## src/rtl/ofdm_pkg.sv

```systemverilog
// ofdm_pkg: shared constants, FSM state type and modulation helpers for the
// OFDM transmit scheduler.
// Contents: modulation code constants, state enum, code-to-bits mapping.
package ofdm_pkg;

  localparam int N_DATA_SC_DEF = 200;

  localparam logic [2:0] MOD_BPSK   = 3'b000;
  localparam logic [2:0] MOD_QPSK   = 3'b001;
  localparam logic [2:0] MOD_QAM16  = 3'b010;
  localparam logic [2:0] MOD_QAM64  = 3'b011;
  localparam logic [2:0] MOD_QAM256 = 3'b100;

  typedef enum logic [2:0] {
    ST_IDLE,
    ST_CALC,
    ST_FEED,
    ST_PAD,
    ST_DRAIN
  } state_t;

  // Bits carried per data subcarrier; 0 flags an invalid code.
  function automatic int unsigned mod_bits(input logic [2:0] code);
    case (code)
      MOD_BPSK:   return 1;
      MOD_QPSK:   return 2;
      MOD_QAM16:  return 4;
      MOD_QAM64:  return 6;
      MOD_QAM256: return 8;
      default:    return 0;
    endcase
  endfunction

endpackage

```

## src/rtl/ofdm_tx_sched_if.sv

```systemverilog
// ofdm_tx_sched_if: request, byte-source, modulator and status signals of the
// OFDM transmit scheduler.
// Modports: master = frame requester / byte source / modulator side,
//           slave  = the scheduler itself.
interface ofdm_tx_sched_if #(
  parameter int LEN_W = 16,
  parameter int SYM_W = 12
);
  logic             i_start;
  logic [LEN_W-1:0] i_len;
  logic [2:0]       i_modulation;
  logic             i_abort;
  logic             i_src_valid;
  logic [7:0]       i_src_data;
  logic             o_src_ready;
  logic             o_mod_valid;
  logic [7:0]       o_mod_data;
  logic [2:0]       o_modulation;
  logic             i_mod_ready;
  logic             i_sym_done;
  logic             o_busy;
  logic             o_done;
  logic             o_error;
  logic [SYM_W-1:0] o_sym_count;

  modport master (
    output i_start, i_len, i_modulation, i_abort, i_src_valid, i_src_data,
           i_mod_ready, i_sym_done,
    input  o_src_ready, o_mod_valid, o_mod_data, o_modulation, o_busy,
           o_done, o_error, o_sym_count
  );

  modport slave (
    input  i_start, i_len, i_modulation, i_abort, i_src_valid, i_src_data,
           i_mod_ready, i_sym_done,
    output o_src_ready, o_mod_valid, o_mod_data, o_modulation, o_busy,
           o_done, o_error, o_sym_count
  );
endinterface

```

## src/rtl/ofdm_sym_calc.sv

```systemverilog
// ofdm_sym_calc: symbols = ceil(len/bps) and pad = symbols*bps - len by
// repeated subtraction, one subtraction per clock (no divider).
// Latency: ceil(len/bps) clocks from i_start to the o_done pulse.
// Ports: i_start loads i_len; i_bps must be stable while running;
//        i_abort cancels; o_syms/o_pad hold results after o_done.
module ofdm_sym_calc #(
  parameter int LEN_W = 16,
  parameter int SYM_W = 12
) (
  input  logic             i_clk,
  input  logic             i_reset,
  input  logic             i_start,
  input  logic             i_abort,
  input  logic [LEN_W-1:0] i_len,
  input  logic [LEN_W-1:0] i_bps,
  output logic             o_done,
  output logic [SYM_W-1:0] o_syms,
  output logic [LEN_W-1:0] o_pad
);
  logic [LEN_W-1:0] rem;
  logic             run;

  always_ff @(posedge i_clk or posedge i_reset) begin
    if (i_reset) begin
      rem    <= '0;
      run    <= 1'b0;
      o_done <= 1'b0;
      o_syms <= '0;
      o_pad  <= '0;
    end else begin
      o_done <= 1'b0;
      if (i_abort) begin
        run <= 1'b0;
      end else if (i_start) begin
        rem    <= i_len;
        o_syms <= '0;
        o_pad  <= '0;
        run    <= 1'b1;
      end else if (run) begin
        o_syms <= o_syms + 1'b1;
        // Last (possibly partial) symbol: the shortfall becomes padding.
        if (rem <= i_bps) begin
          o_pad  <= i_bps - rem;
          run    <= 1'b0;
          o_done <= 1'b1;
        end else begin
          rem <= rem - i_bps;
        end
      end
    end
  end

endmodule

```

## src/rtl/ofdm_tx_sched.sv

```systemverilog
// ofdm_tx_sched: sequences one OFDM payload frame: validate request, size it
// in whole symbols, stream source bytes then 8'h00 padding to the modulator,
// and wait for the matching number of symbol-done pulses.
// Latency: CALC takes ceil(len/BPS)+1 clocks; one clock source-to-modulator.
// Backpressure: single holding register; source ready only when it is empty
// or draining this cycle. Optional macro OFDM_TX_SCHED_WATCHDOG_EN adds a
// stall watchdog (WDT_CYCLES) that behaves like i_abort.
// Ports: i_clk, i_reset (async, active high), bus (slave modport).
module ofdm_tx_sched
  import ofdm_pkg::*;
#(
  parameter int N_DATA_SC  = N_DATA_SC_DEF,
  parameter int LEN_W      = 16,
  parameter int SYM_W      = 12,
  parameter int WDT_CYCLES = 65535
) (
  input  logic           i_clk,
  input  logic           i_reset,
  ofdm_tx_sched_if.slave bus
);
  state_t           state_q, state_d;
  logic [LEN_W-1:0] len_q;
  logic [2:0]       mod_q;
  logic             hold_vld;
  logic [7:0]       hold_dat;
  logic [LEN_W:0]   cnt_q;      // bytes loaded into the holding register
  logic [SYM_W-1:0] sym_cnt;
  logic             done_q, done_d, err_q, err_d;
  logic [LEN_W-1:0] bps, pad;
  logic [SYM_W-1:0] syms;
  logic [LEN_W:0]   total;
  logic             calc_done, busy, req_ok, accept, abort_take, wdt_hit;
  logic             hold_free, src_rdy, src_fire, pad_ld, mod_fire;

  assign busy      = (state_q != ST_IDLE);
  assign bps       = LEN_W'((N_DATA_SC / 8) * mod_bits(mod_q));
  assign total     = {1'b0, len_q} + {1'b0, pad};
  assign req_ok    = (bus.i_len != '0) && (mod_bits(bus.i_modulation) != 0);
  assign accept    = (state_q == ST_IDLE) && bus.i_start && req_ok;
  assign abort_take = busy && (bus.i_abort || wdt_hit);
  assign hold_free = !hold_vld || bus.i_mod_ready;
  assign src_rdy   = (state_q == ST_FEED) && (cnt_q < {1'b0, len_q}) && hold_free;
  assign src_fire  = src_rdy && bus.i_src_valid;
  assign pad_ld    = (state_q == ST_PAD) && (cnt_q < total) && hold_free;
  assign mod_fire  = hold_vld && bus.i_mod_ready;

  ofdm_sym_calc #(.LEN_W(LEN_W), .SYM_W(SYM_W)) u_calc (
    .i_clk   (i_clk),
    .i_reset (i_reset),
    .i_start (accept),
    .i_abort (abort_take),
    .i_len   (bus.i_len),
    .i_bps   (bps),
    .o_done  (calc_done),
    .o_syms  (syms),
    .o_pad   (pad)
  );

`ifdef OFDM_TX_SCHED_WATCHDOG_EN
  localparam int WDT_W = $clog2(WDT_CYCLES + 1);
  logic [WDT_W-1:0] wdt_q;

  // Any forward progress (byte handshake or symbol pulse) restarts the count.
  always_ff @(posedge i_clk or posedge i_reset) begin
    if (i_reset) begin
      wdt_q <= '0;
    end else if (!busy || src_fire || pad_ld || mod_fire || bus.i_sym_done) begin
      wdt_q <= '0;
    end else if (!wdt_hit) begin
      wdt_q <= wdt_q + 1'b1;
    end
  end

  assign wdt_hit = busy && (wdt_q == WDT_W'(WDT_CYCLES));
`else
  assign wdt_hit = 1'b0;
`endif

  always_comb begin
    state_d = state_q;
    done_d  = 1'b0;
    err_d   = 1'b0;
    case (state_q)
      ST_IDLE: begin
        if (bus.i_start) begin
          if (req_ok) state_d = ST_CALC;
          else        err_d   = 1'b1;
        end
      end
      ST_CALC: if (calc_done) state_d = ST_FEED;
      ST_FEED: begin
        // With padding the last data byte may still sit in the register;
        // PAD keeps presenting it before the zeros.
        if (cnt_q == {1'b0, len_q}) begin
          if (pad != '0)     state_d = ST_PAD;
          else if (hold_free) state_d = ST_DRAIN;
        end
      end
      ST_PAD: if ((cnt_q == total) && hold_free) state_d = ST_DRAIN;
      ST_DRAIN: begin
        if (sym_cnt >= syms) begin
          done_d  = 1'b1;
          state_d = ST_IDLE;
        end
      end
      default: state_d = ST_IDLE;
    endcase
    if (abort_take) begin
      state_d = ST_IDLE;
      done_d  = 1'b0;
      err_d   = 1'b1;
    end
  end

  always_ff @(posedge i_clk or posedge i_reset) begin
    if (i_reset) begin
      state_q  <= ST_IDLE;
      len_q    <= '0;
      mod_q    <= 3'b000;
      hold_vld <= 1'b0;
      hold_dat <= 8'h00;
      cnt_q    <= '0;
      sym_cnt  <= '0;
      done_q   <= 1'b0;
      err_q    <= 1'b0;
    end else begin
      state_q <= state_d;
      done_q  <= done_d;
      err_q   <= err_d;
      if (accept) begin
        len_q   <= bus.i_len;
        mod_q   <= bus.i_modulation;
        cnt_q   <= '0;
        sym_cnt <= '0;
      end else if (src_fire || pad_ld) begin
        cnt_q <= cnt_q + 1'b1;
      end
      if (abort_take) begin
        hold_vld <= 1'b0;
      end else if (src_fire) begin
        hold_vld <= 1'b1;
        hold_dat <= bus.i_src_data;
      end else if (pad_ld) begin
        hold_vld <= 1'b1;
        hold_dat <= 8'h00;
      end else if (mod_fire) begin
        hold_vld <= 1'b0;
      end
      if (busy && bus.i_sym_done && (sym_cnt != '1)) begin
        sym_cnt <= sym_cnt + 1'b1;
      end
    end
  end

  assign bus.o_src_ready  = src_rdy;
  assign bus.o_mod_valid  = hold_vld;
  assign bus.o_mod_data   = hold_dat;
  assign bus.o_modulation = mod_q;
  assign bus.o_busy       = busy;
  assign bus.o_done       = done_q;
  assign bus.o_error      = err_q;
  assign bus.o_sym_count  = sym_cnt;

endmodule

```

## src/flat_wrapper.sv

```systemverilog
// flat-port wrapper written by rule: the top's interface ports become plain ports
module ofdm_tx_sched_flat import ofdm_pkg::*;
#(
  parameter int N_DATA_SC  = N_DATA_SC_DEF,
  parameter int LEN_W      = 16,
  parameter int SYM_W      = 12,
  parameter int WDT_CYCLES = 65535
)
  (i_clk, i_reset, bus_i_start, bus_i_len, bus_i_modulation, bus_i_abort, bus_i_src_valid, bus_i_src_data, bus_i_mod_ready, bus_i_sym_done, bus_o_src_ready, bus_o_mod_valid, bus_o_mod_data, bus_o_modulation, bus_o_busy, bus_o_done, bus_o_error, bus_o_sym_count);
  ofdm_tx_sched_if #(.LEN_W(LEN_W), .SYM_W(SYM_W)) bus_i ();
  input  logic i_clk;
  input  logic i_reset;
  input wire logic [$bits(bus_i.i_start)-1:0] bus_i_start;
  input wire logic [$bits(bus_i.i_len)-1:0] bus_i_len;
  input wire logic [$bits(bus_i.i_modulation)-1:0] bus_i_modulation;
  input wire logic [$bits(bus_i.i_abort)-1:0] bus_i_abort;
  input wire logic [$bits(bus_i.i_src_valid)-1:0] bus_i_src_valid;
  input wire logic [$bits(bus_i.i_src_data)-1:0] bus_i_src_data;
  input wire logic [$bits(bus_i.i_mod_ready)-1:0] bus_i_mod_ready;
  input wire logic [$bits(bus_i.i_sym_done)-1:0] bus_i_sym_done;
  output wire logic [$bits(bus_i.o_src_ready)-1:0] bus_o_src_ready;
  output wire logic [$bits(bus_i.o_mod_valid)-1:0] bus_o_mod_valid;
  output wire logic [$bits(bus_i.o_mod_data)-1:0] bus_o_mod_data;
  output wire logic [$bits(bus_i.o_modulation)-1:0] bus_o_modulation;
  output wire logic [$bits(bus_i.o_busy)-1:0] bus_o_busy;
  output wire logic [$bits(bus_i.o_done)-1:0] bus_o_done;
  output wire logic [$bits(bus_i.o_error)-1:0] bus_o_error;
  output wire logic [$bits(bus_i.o_sym_count)-1:0] bus_o_sym_count;
  assign bus_i.i_start = bus_i_start;
  assign bus_i.i_len = bus_i_len;
  assign bus_i.i_modulation = bus_i_modulation;
  assign bus_i.i_abort = bus_i_abort;
  assign bus_i.i_src_valid = bus_i_src_valid;
  assign bus_i.i_src_data = bus_i_src_data;
  assign bus_i.i_mod_ready = bus_i_mod_ready;
  assign bus_i.i_sym_done = bus_i_sym_done;
  assign bus_o_src_ready = bus_i.o_src_ready;
  assign bus_o_mod_valid = bus_i.o_mod_valid;
  assign bus_o_mod_data = bus_i.o_mod_data;
  assign bus_o_modulation = bus_i.o_modulation;
  assign bus_o_busy = bus_i.o_busy;
  assign bus_o_done = bus_i.o_done;
  assign bus_o_error = bus_i.o_error;
  assign bus_o_sym_count = bus_i.o_sym_count;
  ofdm_tx_sched #(.N_DATA_SC(N_DATA_SC), .LEN_W(LEN_W), .SYM_W(SYM_W), .WDT_CYCLES(WDT_CYCLES)) u_core (.i_clk(i_clk), .i_reset(i_reset), .bus(bus_i));
endmodule
```

## config.mk

```make
export PLATFORM = sky130hd
export DESIGN_NAME = ofdm_tx_sched_flat
export DESIGN_NICKNAME = d
export VERILOG_FILES = /design/src/rtl/ofdm_pkg.sv /design/src/rtl/ofdm_tx_sched_if.sv /design/src/rtl/ofdm_sym_calc.sv /design/src/rtl/ofdm_tx_sched.sv /design/src/flat_wrapper.sv
export SDC_FILE = /design/constraint.sdc
export NUM_CORES = 1
export LEC_CHECK = 0
export BUFFER_PORTS_ARGS = -buffer_cell sky130_fd_sc_hd__clkbuf_2
export CELL_PAD_IN_SITES_DETAIL_PLACEMENT = 2
export CELL_PAD_IN_SITES_GLOBAL_PLACEMENT = 2
export CORE_UTILIZATION = 34
export DETAILED_ROUTE_END_ITERATION = 10
export GPL_TIMING_DRIVEN = 1
export PLACE_DENSITY_LB_ADDON = 0.1
export SKIP_LAST_GASP = 1
export SYNTH_ARGS = -nofsm -noshare
export SYNTH_HDL_FRONTEND = slang
export SYNTH_SLANG_ARGS = --single-unit
```

## constraint.sdc

```tcl
create_clock -name i_clk -period 4.1 [get_ports i_clk]
set_input_delay 0.82 -clock i_clk [delete_from_list [all_inputs] [get_ports i_clk]]
set_output_delay 0.82 -clock i_clk [all_outputs]
set_load 0.05 [all_outputs]
```

==> metrics.yaml, run 1 <==
synth:
  syn-cell-area_mm2: 0.00786
  synthFlopType: "dfrtp_1"
  syn_inst: 890
  avgSynthCellArea_um2: 8.83
  synth_edf_count: 0
  synth_cell_type_count: 74
  yosysTopAreaCell: "dfrtp_1"
  yosysTopAreaCellShare_pct: 34.4
  yosys_warnings: 0
  ys_ff_latch: 108
  async_flop_share_pct: 100
  synth_seq_area_share_pct: 34.4
  synthesis.nets: 1020
  synth_area_leaders: "dfrtp_1 (34%), ha_1 (15%), o21ai_0 (4.3%), nand2_1 (4.1%), a21oi_1 (3.6%)"
grt:
  grt_antenna_before_repair: 0
  gr-total-overflow: 0
  grt_usage_pct: 23.0
  grt_pass1_wl_mm: 42.9
  grt_max_degree: 76
  grt_pass1_vias: 7956
detailed_routing:
  drc: 0
  drtPass1Iterations: 4
  avgRoutedWirePerCell_um: 20.2
  drtIter0Drc: 257
  final_antenna_net_count: 0
  via_per_inst: 5.46
  routed-via-count: 7068
  drt-total-wl_mm: 26.2
floorplanning:
  dieArea_mm2: 0.0237
  start_util_pct: 34.7
  boundaryPins: 62
  die_w_um: 154
  die_h_um: 154
  core_area_mm2: 0.0226
  rows: 55
layout:
  syn_to_final_growth_pct: 19.9
  antenna_cells: 0
  fillers: 2499
  final_common_cell: "dfrtp_1"
  final_area_mm2: 0.00942
  fin_util_pct: 41.6
  final_net_count: 1135
  drive_gt1_share_pct: 19.7
  layout_common_cells: "dfrtp_1 (108), ha_1 (91), nand2_1 (84), buf_4 (70), o21ai_0 (64)"
flow_run:
  maxCapViolations: 0
power:
  powerDensity_mw_per_mm2: 785
  clock_power_share_pct: 13.4
  internal_power_mw: 3.84
  power_mw: 7.40
  combPwrFrac_pct: 64.8
  power_leakage_nw: 4.59
  power_switching_share_pct: 48.1
  ir_drop_mv: 0.504
  switching_power_mw: 3.56
  seq_power_share_pct: 21.8
critical_path:
  path_class: "reg -> reg"
  endpoint_kind: "register"
  crit_fanout: 20
  start_kind: "register"
  cp.required_ns: 4.39
  arrival_ns: 4.35
  crit_chain: "buf_4, ha_1, a21o_1, a21oi_1, a21oi_1, or3_1, a21oi_1, xor2_1, ha_1, nand2_1, nor2_1, a211oi_1, a31oi_1, o22a_1, buf_12, or3_1, a21oi_1"
  crit_path_max_incr_delay_ns: 0.41
  cpMostUsedCell: "a21oi_1"
  slowest_stage: "dfrtp_1"
clocking:
  worst_skew_pair.late_latency_ns: 0.36
  cts_buffer_depth: 2
  htree_levels: 3
  cts_tree: "built"
  clk_pin_slew_ns: 0.08
  cts_buffers: 9
  cts_root_buf: "clkbuf_16"
  numClockSinks: 108
timing:
  finalHoldViolCount: 0
  timing.fmax_ghz: 0.246
  tightest_slew_ns: 0.734
  layout_setup_ws_ns: 0.0347
  post-route-min-period_ns: 4.07
  grt_setup_unrepaired: "true"
  slew_headroom_pct: 51.0
  setup_violations: 0
  drv_slew: 0
  finClkSkew_ns: 0.00979
  post-route-period-util_pct: 99.2
place:
  dp_hpwl_mm: 20.7
  dpl_cell_area_mm2: 0.00886
  gp_congestion: 0.838
  port_buffers: 61
  place_ws_ns: -0.618
hold_path:
  holdCritPathClass: "reg -> reg"
status:
  status: "finished, final reports clean"
==> final cells by class <==
| cell class | instances | area (um2) | share of cell area [%] |
|---|---|---|---|
| inverters | 62 | 235 | 2.50 |
| clock buffers | 9 | 225 | 2.39 |
| repair buffers | 135 | 893 | 9.48 |
| well taps | 285 | 357 | 3.78 |
| flip-flops and latches | 108 | 2700 | 28.7 |
| clock inverters | 7 | 96.3 | 1.02 |
| multi-input cells | 689 | 4910 | 52.1 |
==> through the flow <==
step	setup TNS [ns]	hold WS (ns)	std cells
after floorplan	0	0.476	890
after global placement	-4.50	0.490	1267
after detailed placement	-10.87	0.494	1267
after CTS	-0.00974	0.513	1287
after global routing	-3.39	0.526	1295
final	0	0.510	1295
==> repair_timing <==
| action | CTS | global route |
|---|---|---|
| cloned | 0 | 0 |
| hold buffers | 0 | 0 |
| pin swaps | 5 | 22 |
| gates resized for setup | 16 | 17 |
| endpoints found under the setup margin | 31 | 51 |
| setup buffers | 4 | 8 |
==> sequential cells by signal (all words and copies together) (netlist names) <==
register / flops
u_core.u_calc.rem: 16
u_core.state_q: 3
u_core.bus.o_mod_data: 8
u_core.u_calc.o_pad: 16
u_core.bus.o_done: 1
u_core.u_calc.o_done: 1
u_core.cnt_q: 17
u_core.u_calc.run: 1
u_core.bus.o_mod_valid: 1
u_core.bus.o_modulation: 3
u_core.bus.o_sym_count: 12
u_core.len_q: 16
u_core.u_calc.o_syms: 12
u_core.bus.o_error: 1
==> power groups by stage <==
stage	Clock (mW)	Combinational (mW)	Sequential, mW
2_1_floorplan	0	2.95	1.75
3_3_place_gp	0	4.36	1.61
3_5_place_dp	0	4.63	1.63
4_1_cts	1.02	4.74	1.62
5_1_grt	1.05	5.35	1.66
6_report	0.990	4.80	1.61
==> critical path: cells and delay by family (launching register included) <==
family,cells,cell delay [ns]
XOR/XNOR,1,0.19
flip-flops,1,0.41
AND/OR/NAND/NOR,4,0.79
buffers and inverters,2,0.32
adder cells (fa/ha/maj),2,0.56
AO/OA/AOI/OAI,8,1.73
==> metal layers <==
metal	routed length, um	up-vias	global-route usage (%)
met5	0	-	0
met4	350	0	5.24
met3	304	22	2.42
met2	13500	40	41.8
met1	12000	3608	29.0
li1	-	3398	-
==> Yosys cell counts (3+ instances only) <==
| cell type | count |
|---|---|
| a21o_1 | 15 |
| nand2b_1 | 24 |
| o21ai_1 | 10 |
| o21ai_0 | 67 |
| a221o_1 | 4 |
| nand4_1 | 14 |
| a21oi_1 | 57 |
| ha_1 | 92 |
| o31ai_1 | 8 |
| buf_1 | 4 |
| a211o_1 | 7 |
| nor2b_1 | 12 |
| nand2_1 | 85 |
| nor4_1 | 15 |
| or4_1 | 3 |
| o41ai_1 | 3 |
| or3_1 | 9 |
| o21a_1 | 9 |
| a31oi_1 | 7 |
| nor2_1 | 64 |
| inv_1 | 61 |
| and3_1 | 21 |
| o31a_1 | 3 |
| and4_1 | 3 |
| dfrtp_1 | 108 |
| xor2_1 | 16 |
| nand3_1 | 18 |
| buf_2 | 8 |
| mux2i_1 | 3 |
| a22o_1 | 10 |
| nor3_1 | 22 |
| nand3b_1 | 3 |
| nor3b_1 | 4 |
| a211oi_1 | 9 |
| clkbuf_1 | 15 |
| fa_1 | 4 |
| xnor2_1 | 24 |
| and2_1 | 4 |
==> kinds of logic after synthesis <==
group	Yosys count	share of synthesized area, %
compound gates	233	19.4
xor+xnor	40	4.46
mux	6	0.812
flops	108	34.4
buf+inv	93	4.86
simple gates	314	20.4
fa+ha+maj	96	15.7
==> path summary, 6_finish.rpt <==
kind,endpoint,slack (ns),cells past startpoint,from
setup / recovery,u_core.cnt_q[7]$_DFFE_PP0P_,0.03,17,u_core.u_calc.o_pad[1]$_DFFE_PP0P_
hold / removal,u_core.bus.o_mod_data[3]$_DFFE_PP0P_,0.51,1,u_core.bus.o_mod_data[3]$_DFFE_PP0P_
setup reg to reg,u_core.cnt_q[7]$_DFFE_PP0P_,0.03,17,u_core.u_calc.o_pad[1]$_DFFE_PP0P_
hold reg to reg,u_core.bus.o_mod_data[3]$_DFFE_PP0P_,0.51,1,u_core.bus.o_mod_data[3]$_DFFE_PP0P_
max in group asynchronous,u_core.bus.o_sym_count[7]$_DFFE_PP0P_,2.61,3,i_reset
min in group asynchronous,u_core.cnt_q[2]$_DFFE_PP0P_,0.53,2,i_reset
(Power assumes the default switching activity.)
==> run 2: changes to the inputs <==
--- a/config.mk
+++ b/config.mk
@@ -5,10 +5,11 @@
 export SDC_FILE = /design/constraint.sdc
 export NUM_CORES = 1
 export LEC_CHECK = 0
+export ABC_AREA = 1
 export BUFFER_PORTS_ARGS = -buffer_cell sky130_fd_sc_hd__clkbuf_2
 export CELL_PAD_IN_SITES_DETAIL_PLACEMENT = 2
 export CELL_PAD_IN_SITES_GLOBAL_PLACEMENT = 2
-export CORE_UTILIZATION = 34
+export CORE_UTILIZATION = 33
 export DETAILED_ROUTE_END_ITERATION = 10
 export GPL_TIMING_DRIVEN = 1
 export PLACE_DENSITY_LB_ADDON = 0.1
==> metrics.yaml, run 2 <==
status:
  status: "finished, final reports clean"
clocking:
  worst_skew_pair.late_latency_ns: 0.37  # about the same
  cts_root_buf: "clkbuf_16"
  cts_tree: "built"
  cts_hold_buf: 0  # unchanged
  numClockSinks: 108  # unchanged
  cts_buffer_depth: 2  # unchanged
  cts_buffers: 9  # unchanged
  clk_pin_slew_ns: 0.09  # about the same
  htree_levels: 3  # unchanged
synth:
  async_flop_share_pct: 100  # unchanged
  synth_seq_area_share_pct: 32.1  # -2.3 points
  yosys_warnings: 0  # unchanged
  synth-compound-area-share_pct: 12.5  # -6.9 points
  synth_cell_type_count: 47  # -36%
  yosysTopAreaCell: "dfrtp_1"
  synthFlopType: "dfrtp_1"
  syn_inst: 1123  # +26%
  yosys.area_share.simple_pct: 26.1  # +5.7 points
  synth_top_family_by_area: "simple AND/OR/NAND/NOR gates"
  synthesis.nets: 1253  # +23%
  synth_mux_area_share_pct: 0  # -0.81 points
  netlist_top_cells_count: "nand2_1 (244), inv_1 (182), dfrtp_1 (108)"
  synth_xor_area_share_pct: 4.47  # +0.0085 points
  synth_area_leaders: "dfrtp_1 (32%), ha_1 (14%), nand2_1 (11%), inv_1 (8.1%), nand3_1 (4.3%)"
  yosysTopAreaCellShare_pct: 32.1  # -2.3 points
  yosysMostFrequentCell: "nand2_1"
  ys_ff_latch: 108  # unchanged
  synthAdderAreaFrac_pct: 14.6  # -1.1 points
  avgSynthCellArea_um2: 7.50  # -15%
  synth_edf_count: 0  # unchanged
  syn-cell-area_mm2: 0.00843  # +7.3%
grt:
  grt_pass1_wl_mm: 44.0  # +2.6%
  gr-total-overflow: 0  # unchanged
  grt_pass1_vias: 8342  # +4.9%
  grt_max_degree: 109  # +43%
  grt_usage_pct: 21.5  # -1.5 points
  grt_antenna_before_repair: 0  # unchanged
place:
  port_buffers: 61  # unchanged
  place_ws_ns: 0.125  # +0.742 ns
  dp_hpwl_mm: 21.2  # +2.6%
  gp_congestion: 0.824  # -1.7%
timing:
  tightest_slew_ns: 0.695  # -0.0397 ns
  setup_violations: 0  # unchanged
  drv_slew: 0  # unchanged
  post-route-period-util_pct: 93.5  # -5.7 points
  setup_tns_ns: 0  # unchanged
  layout_setup_ws_ns: 0.269  # +0.234 ns
  post-route-min-period_ns: 3.83  # -0.234 ns
  timing.fmax_ghz: 0.261  # +6.1%
  finalHoldViolCount: 0  # unchanged
  slew_headroom_pct: 53.3  # +2.2 points
  grt_setup_unrepaired: "false"
  finClkSkew_ns: 0.0136  # +0.00380 ns
hold_path:
  hold_depth: 2  # +1
  holdCritPathClass: "reg -> reg"
detailed_routing:
  drtPass1Iterations: 4  # unchanged
  avgRoutedWirePerCell_um: 17.6  # -13%
  via_per_inst: 5.03  # -7.9%
  drtIter0Drc: 253  # -1.6%
  final_antenna_net_count: 0  # unchanged
  routed-via-count: 7664  # +8.4%
  drt-total-wl_mm: 26.8  # +2.3%
  drc: 0  # unchanged
flow_run:
  maxCapViolations: 0  # unchanged
critical_path:
  cp.depth: 21  # +4
  crit_chain: "inv_1, nor2_1, buf_4, ha_1, inv_1, ha_1, ha_1, xor2_1, inv_1, ha_1, nand2_1, nor2_1, nand4_1, nand2_1, nand2_2, nand2_2, nand2_4, nand2_1, nand3_1, nand2_1, inv_1"
  endpoint_kind: "register"
  path_buf_inv: 5  # +3
  crit_fanout: 26  # +30%
  start_kind: "register"
  path_class: "reg -> reg"
  ff2ff_path_depth: 21  # +4
  cpLargestDelayFamily: "simple AND/OR/NAND/NOR gates"
  slowest_stage: "dfrtp_1"
  arrival_ns: 4.11  # -0.24 ns
  cp.required_ns: 4.38  # about the same
  crit_path_max_incr_delay_ns: 0.51  # +0.10 ns
layout:
  drive_gt1_share_pct: 12.4  # -7.3 points
  final_common_cell: "nand2_1"
  largest_register: "u_core.cnt_q"
  layout_common_cells: "nand2_1 (244), inv_1 (181), dfrtp_1 (108), ha_1 (92), nor2_1 (80)"
  fin_util_pct: 37.6  # -4.0 points
  largest_reg_flops: 17  # unchanged
  syn_to_final_growth_pct: 12.0
  antenna_cells: 0  # unchanged
  final_net_count: 1319  # +16%
power:
  power_mw: 7.54  # +1.9%
  power_leakage_nw: 4.99  # +8.7%
  powerDensity_mw_per_mm2: 799  # +1.7%
  ir_drop_mv: 0.392  # -22%
floorplanning:
  die_h_um: 162  # +5.1%
  start_util_pct: 33.6  # -1.1 points
  rows: 58  # +5.5%
  dieArea_mm2: 0.0262  # +10%
  die_w_um: 162  # +5.1%
  boundaryPins: 62  # unchanged
  core_area_mm2: 0.0251  # +11%
-- run 2: changes by cell type after synthesis, sizes merged, moves of 16 or more --
cell / delta
nor2: +27
nand4: +19
nand2: +176
nand3: +56
and3: -21
xor2: +16
nand2b: -25
inv: +129
-- run 2: power breakdown --
part           switching [mW]  internal [mW]
clock                   0.488          0.430
sequential              0.301           1.38
combinational            3.38           1.56
total                    4.17           3.37
-- run 2: cell type report --
class	instances	area [um2]
fillers	3071	15700
multi-input cells	806	4880
flip-flops and latches	108	2700
inverters	190	723
repair buffers	74	428
well taps	330	413
clock buffers	9	225
clock inverters	7	67.6
-- run 2: metal layers --
layer,track usage (%),up-vias,wire (um)
met4,4.93,0,341
met3,2.30,20,439
met5,0,-,0
met2,37.4,59,13000
met1,28.5,3783,13000
li1,-,3802,-
-- run 2: tightest hold or removal path, delay by kind of cell, from the launching register on --
family           cells  cell delay [ns]
flip-flops           1             0.36
AND/OR/NAND/NOR      2             0.11
-- run 2: per-stage QoR --
step | cells | instance area, um2 | hold WS (ns)
after floorplan | 1123 | 8430 | 0.446
after global placement | 1505 | 9090 | 0.459
after detailed placement | 1505 | 9090 | 0.469
after CTS | 1521 | 9390 | 0.491
after global routing | 1524 | 9440 | 0.508
final | 1524 | 9440 | 0.489
-- run 2: timing repair --
item                                    in CTS  in global routing
resized for setup                            0                  5
buffers inserted                             0                  3
endpoints found under the setup margin       0                 32
-- run 2: final timing paths --
kind / slack [ns] / end / startpoint
setup / recovery: 0.27 / u_core.u_calc.rem[11]$_DFFE_PP0P_ / u_core.bus.o_modulation[2]$_DFFE_PP0P_
min in group asynchronous: 0.59 / u_core.cnt_q[1]$_DFFE_PP0P_ / i_reset
max in group asynchronous: 3.03 / u_core.bus.o_sym_count[6]$_DFFE_PP0P_ / i_reset
hold reg to reg: 0.49 / u_core.bus.o_mod_data[4]$_DFFE_PP0P_ / u_core.bus.o_mod_data[4]$_DFFE_PP0P_
hold / removal: 0.49 / u_core.bus.o_mod_data[4]$_DFFE_PP0P_ / u_core.bus.o_mod_data[4]$_DFFE_PP0P_
setup reg to reg: 0.27 / u_core.u_calc.rem[11]$_DFFE_PP0P_ / u_core.bus.o_modulation[2]$_DFFE_PP0P_
-- run 2: cell families (layout without fill, tap and decap cells) --
kind of cell,after synthesis,count (layout)
simple gates,485,485
buf+inv,209,280
compound gates,182,182
flops,108,108
fa+ha+maj,96,96
xor+xnor,43,43
==> run 3: changes to the inputs <==
--- a/config.mk
+++ b/config.mk
@@ -13,6 +13,7 @@
 export DETAILED_ROUTE_END_ITERATION = 10
 export GPL_TIMING_DRIVEN = 1
 export PLACE_DENSITY_LB_ADDON = 0.1
+export RECOVER_POWER = 100
 export SKIP_LAST_GASP = 1
 export SYNTH_ARGS = -nofsm -noshare
 export SYNTH_HDL_FRONTEND = slang
==> metrics.yaml, run 3 (same netlist as run 2, synthesis figures left out) <==
status:
  status: "finished, violations left"
  violations: "capacitance limit, slew limit"
timing:
  grt_setup_unrepaired: "false"
  drv_slew: 109  # +109
  finClkSkew_ns: 0.0135  # -0.0000692 ns
  layout_setup_ws_ns: 0.283  # +0.0141 ns
  setup_violations: 0  # unchanged
  post-route-min-period_ns: 3.82  # -0.0141 ns
  post-route-period-util_pct: 93.1  # -0.34 points
  setup_tns_ns: 0  # unchanged
  timing.fmax_ghz: 0.262  # +0.37%
  finalHoldViolCount: 0  # unchanged
  tightest_slew_ns: 2.90  # +2.21 ns
  slew_headroom_pct: -93.6  # -150 points
clocking:
  cts_root_buf: "clkbuf_16"
  htree_levels: 3  # unchanged
  numClockSinks: 108  # unchanged
  worst_skew_pair.late_latency_ns: 0.37  # about the same
  cts_buffers: 9  # unchanged
  cts_tree: "built"
  cts_hold_buf: 0  # unchanged
  cts_buffer_depth: 2  # unchanged
  clk_pin_slew_ns: 0.09  # about the same
floorplanning:
  die_w_um: 162  # unchanged
  dieArea_mm2: 0.0262  # unchanged
  core_area_mm2: 0.0251  # unchanged
  boundaryPins: 62  # unchanged
  start_util_pct: 33.6  # unchanged
  rows: 58  # unchanged
  die_h_um: 162  # unchanged
layout:
  final_net_count: 1319  # unchanged
  layout_common_cells: "nand2_1 (250), inv_1 (181), dfrtp_1 (108), ha_1 (92), nor2_1 (84)"
  fin_cells: 1524  # unchanged
  fillers: 3092  # +0.68%
  drive_gt1_share_pct: 8.29  # -4.1 points
  antenna_cells: 0  # unchanged
  largest_reg_flops: 17  # unchanged
  largest_register: "u_core.cnt_q"
  final_common_cell: "nand2_1"
  syn_to_final_growth_pct: 10.2
critical_path:
  path_class: "reg -> reg"
  r2r_start: "u_core.bus.o_modulation[2]$_DFFE_PP0P_"
  endpoint_kind: "register"
  critPathLaunch: "u_core.bus.o_modulation[2]$_DFFE_PP0P_"
  arrival_ns: 4.10  # about the same
  start_kind: "register"
  cp.required_ns: 4.38  # about the same
  crit_fanout: 26  # unchanged
place:
  dp_hpwl_mm: 21.2  # unchanged
  port_buffers: 61  # unchanged
  place_ws_ns: 0.125  # unchanged
  gp_congestion: 0.824  # unchanged
  dp_cells: 1505  # unchanged
detailed_routing:
  avgRoutedWirePerCell_um: 17.5  # -0.19%
  final_antenna_net_count: 0  # unchanged
  drc: 0  # unchanged
  drtIter0Drc: 230  # -9.1%
  routed-via-count: 7675  # +0.14%
  via_per_inst: 5.04  # +0.14%
  drtPass1Iterations: 5  # +1
  drt-total-wl_mm: 26.7  # -0.19%
grt:
  grt_antenna_before_repair: 0  # unchanged
  grt_usage_pct: 21.5  # unchanged
  grt_pass1_wl_mm: 44.0  # unchanged
  gr-total-overflow: 0  # unchanged
  grt_pass1_vias: 8342  # unchanged
  grt_max_degree: 109  # unchanged
hold_path:
  hold_start: "u_core.bus.o_mod_data[4]$_DFFE_PP0P_"
  holdCritPathClass: "reg -> reg"
power:
  powerDensity_mw_per_mm2: 797  # -0.20%
  power_leakage_nw: 4.83  # -3.2%
  ir_drop_mv: 0.383  # -2.4%
flow_run:
  maxCapViolations: 1  # +1
run 3: power breakdown:
part	total [mW]	switching [mW]	leakage, nW	internal [mW]
clock	0.917	0.488	0.139	0.430
sequential	1.67	0.294	1.42	1.38
combinational	4.81	3.33	3.26	1.49
run 3: repair_timing:
action                                  4_1_cts  5_1_grt
endpoints found under the hold margin         0        0
buffers inserted                              0        3
resized for setup                             0        5
endpoints found under the setup margin        0       32
run 3: cell type report:
type,instances,area [um2],share of cell area (%)
Clock buffer,9,225,2.43
Sequential cell,108,2700,29.1
Timing Repair Buffer,74,360,3.88
Tap cell,330,413,4.45
Clock inverter,7,67.6,0.728
Inverter,190,721,7.76
Multi-Input combinational cell,806,4800,51.7
run 3: worst max-delay path, stage by stage (launching register included):
cell and delay (ns):
dfrtp_1 0.51, inv_1 0.10, nor2_1 0.18, buf_4 0.15
ha_1 0.22, inv_1 0.06, ha_1 0.14, ha_1 0.23
xor2_1 0.24, inv_1 0.08, ha_1 0.39, nand2_1 0.13
nor2_1 0.22, nand4_1 0.20, nand2_1 0.15, nand2_2 0.10
nand2_2 0.10, nand2_4 0.19, nand2_1 0.12, nand3_1 0.08
nand2_1 0.08, inv_1 0.03
run 3: worst paths after layout:
| kind | to | slack [ns] | cells past startpoint |
|---|---|---|---|
| max in group asynchronous | u_core.u_calc.o_syms[11]$_DFFE_PP0P_ | 0.89 | 3 |
| min in group asynchronous | u_core.cnt_q[1]$_DFFE_PP0P_ | 1.53 | 3 |
| min | u_core.bus.o_mod_data[4]$_DFFE_PP0P_ | 0.49 | 2 |
| max | u_core.u_calc.rem[11]$_DFFE_PP0P_ | 0.28 | 21 |
| min reg2reg | u_core.bus.o_mod_data[4]$_DFFE_PP0P_ | 0.49 | 2 |
| max reg2reg | u_core.u_calc.rem[11]$_DFFE_PP0P_ | 0.28 | 21 |
run 3: routing by layer:
layer	GRT usage, %	up-vias	share of wire [%]
met4	4.93	0	1.3
met2	37.4	63	48
li1	-	3802	-
met1	28.5	3790	49
met3	2.30	20	1.8
met5	0	-	0
run 3: metrics by stage:
stage	hold WS [ns]	util [%]	instance area (um2)	total power [mW]
4_1_cts	0.491	37.4	9390	7.63
6_report	0.487	37.0	9290	7.40
3_3_place_gp	0.459	36.2	9090	6.47
5_1_grt	0.506	37.0	9290	8.18
3_5_place_dp	0.469	36.2	9090	6.62
2_1_floorplan	0.446	-	8430	5.25
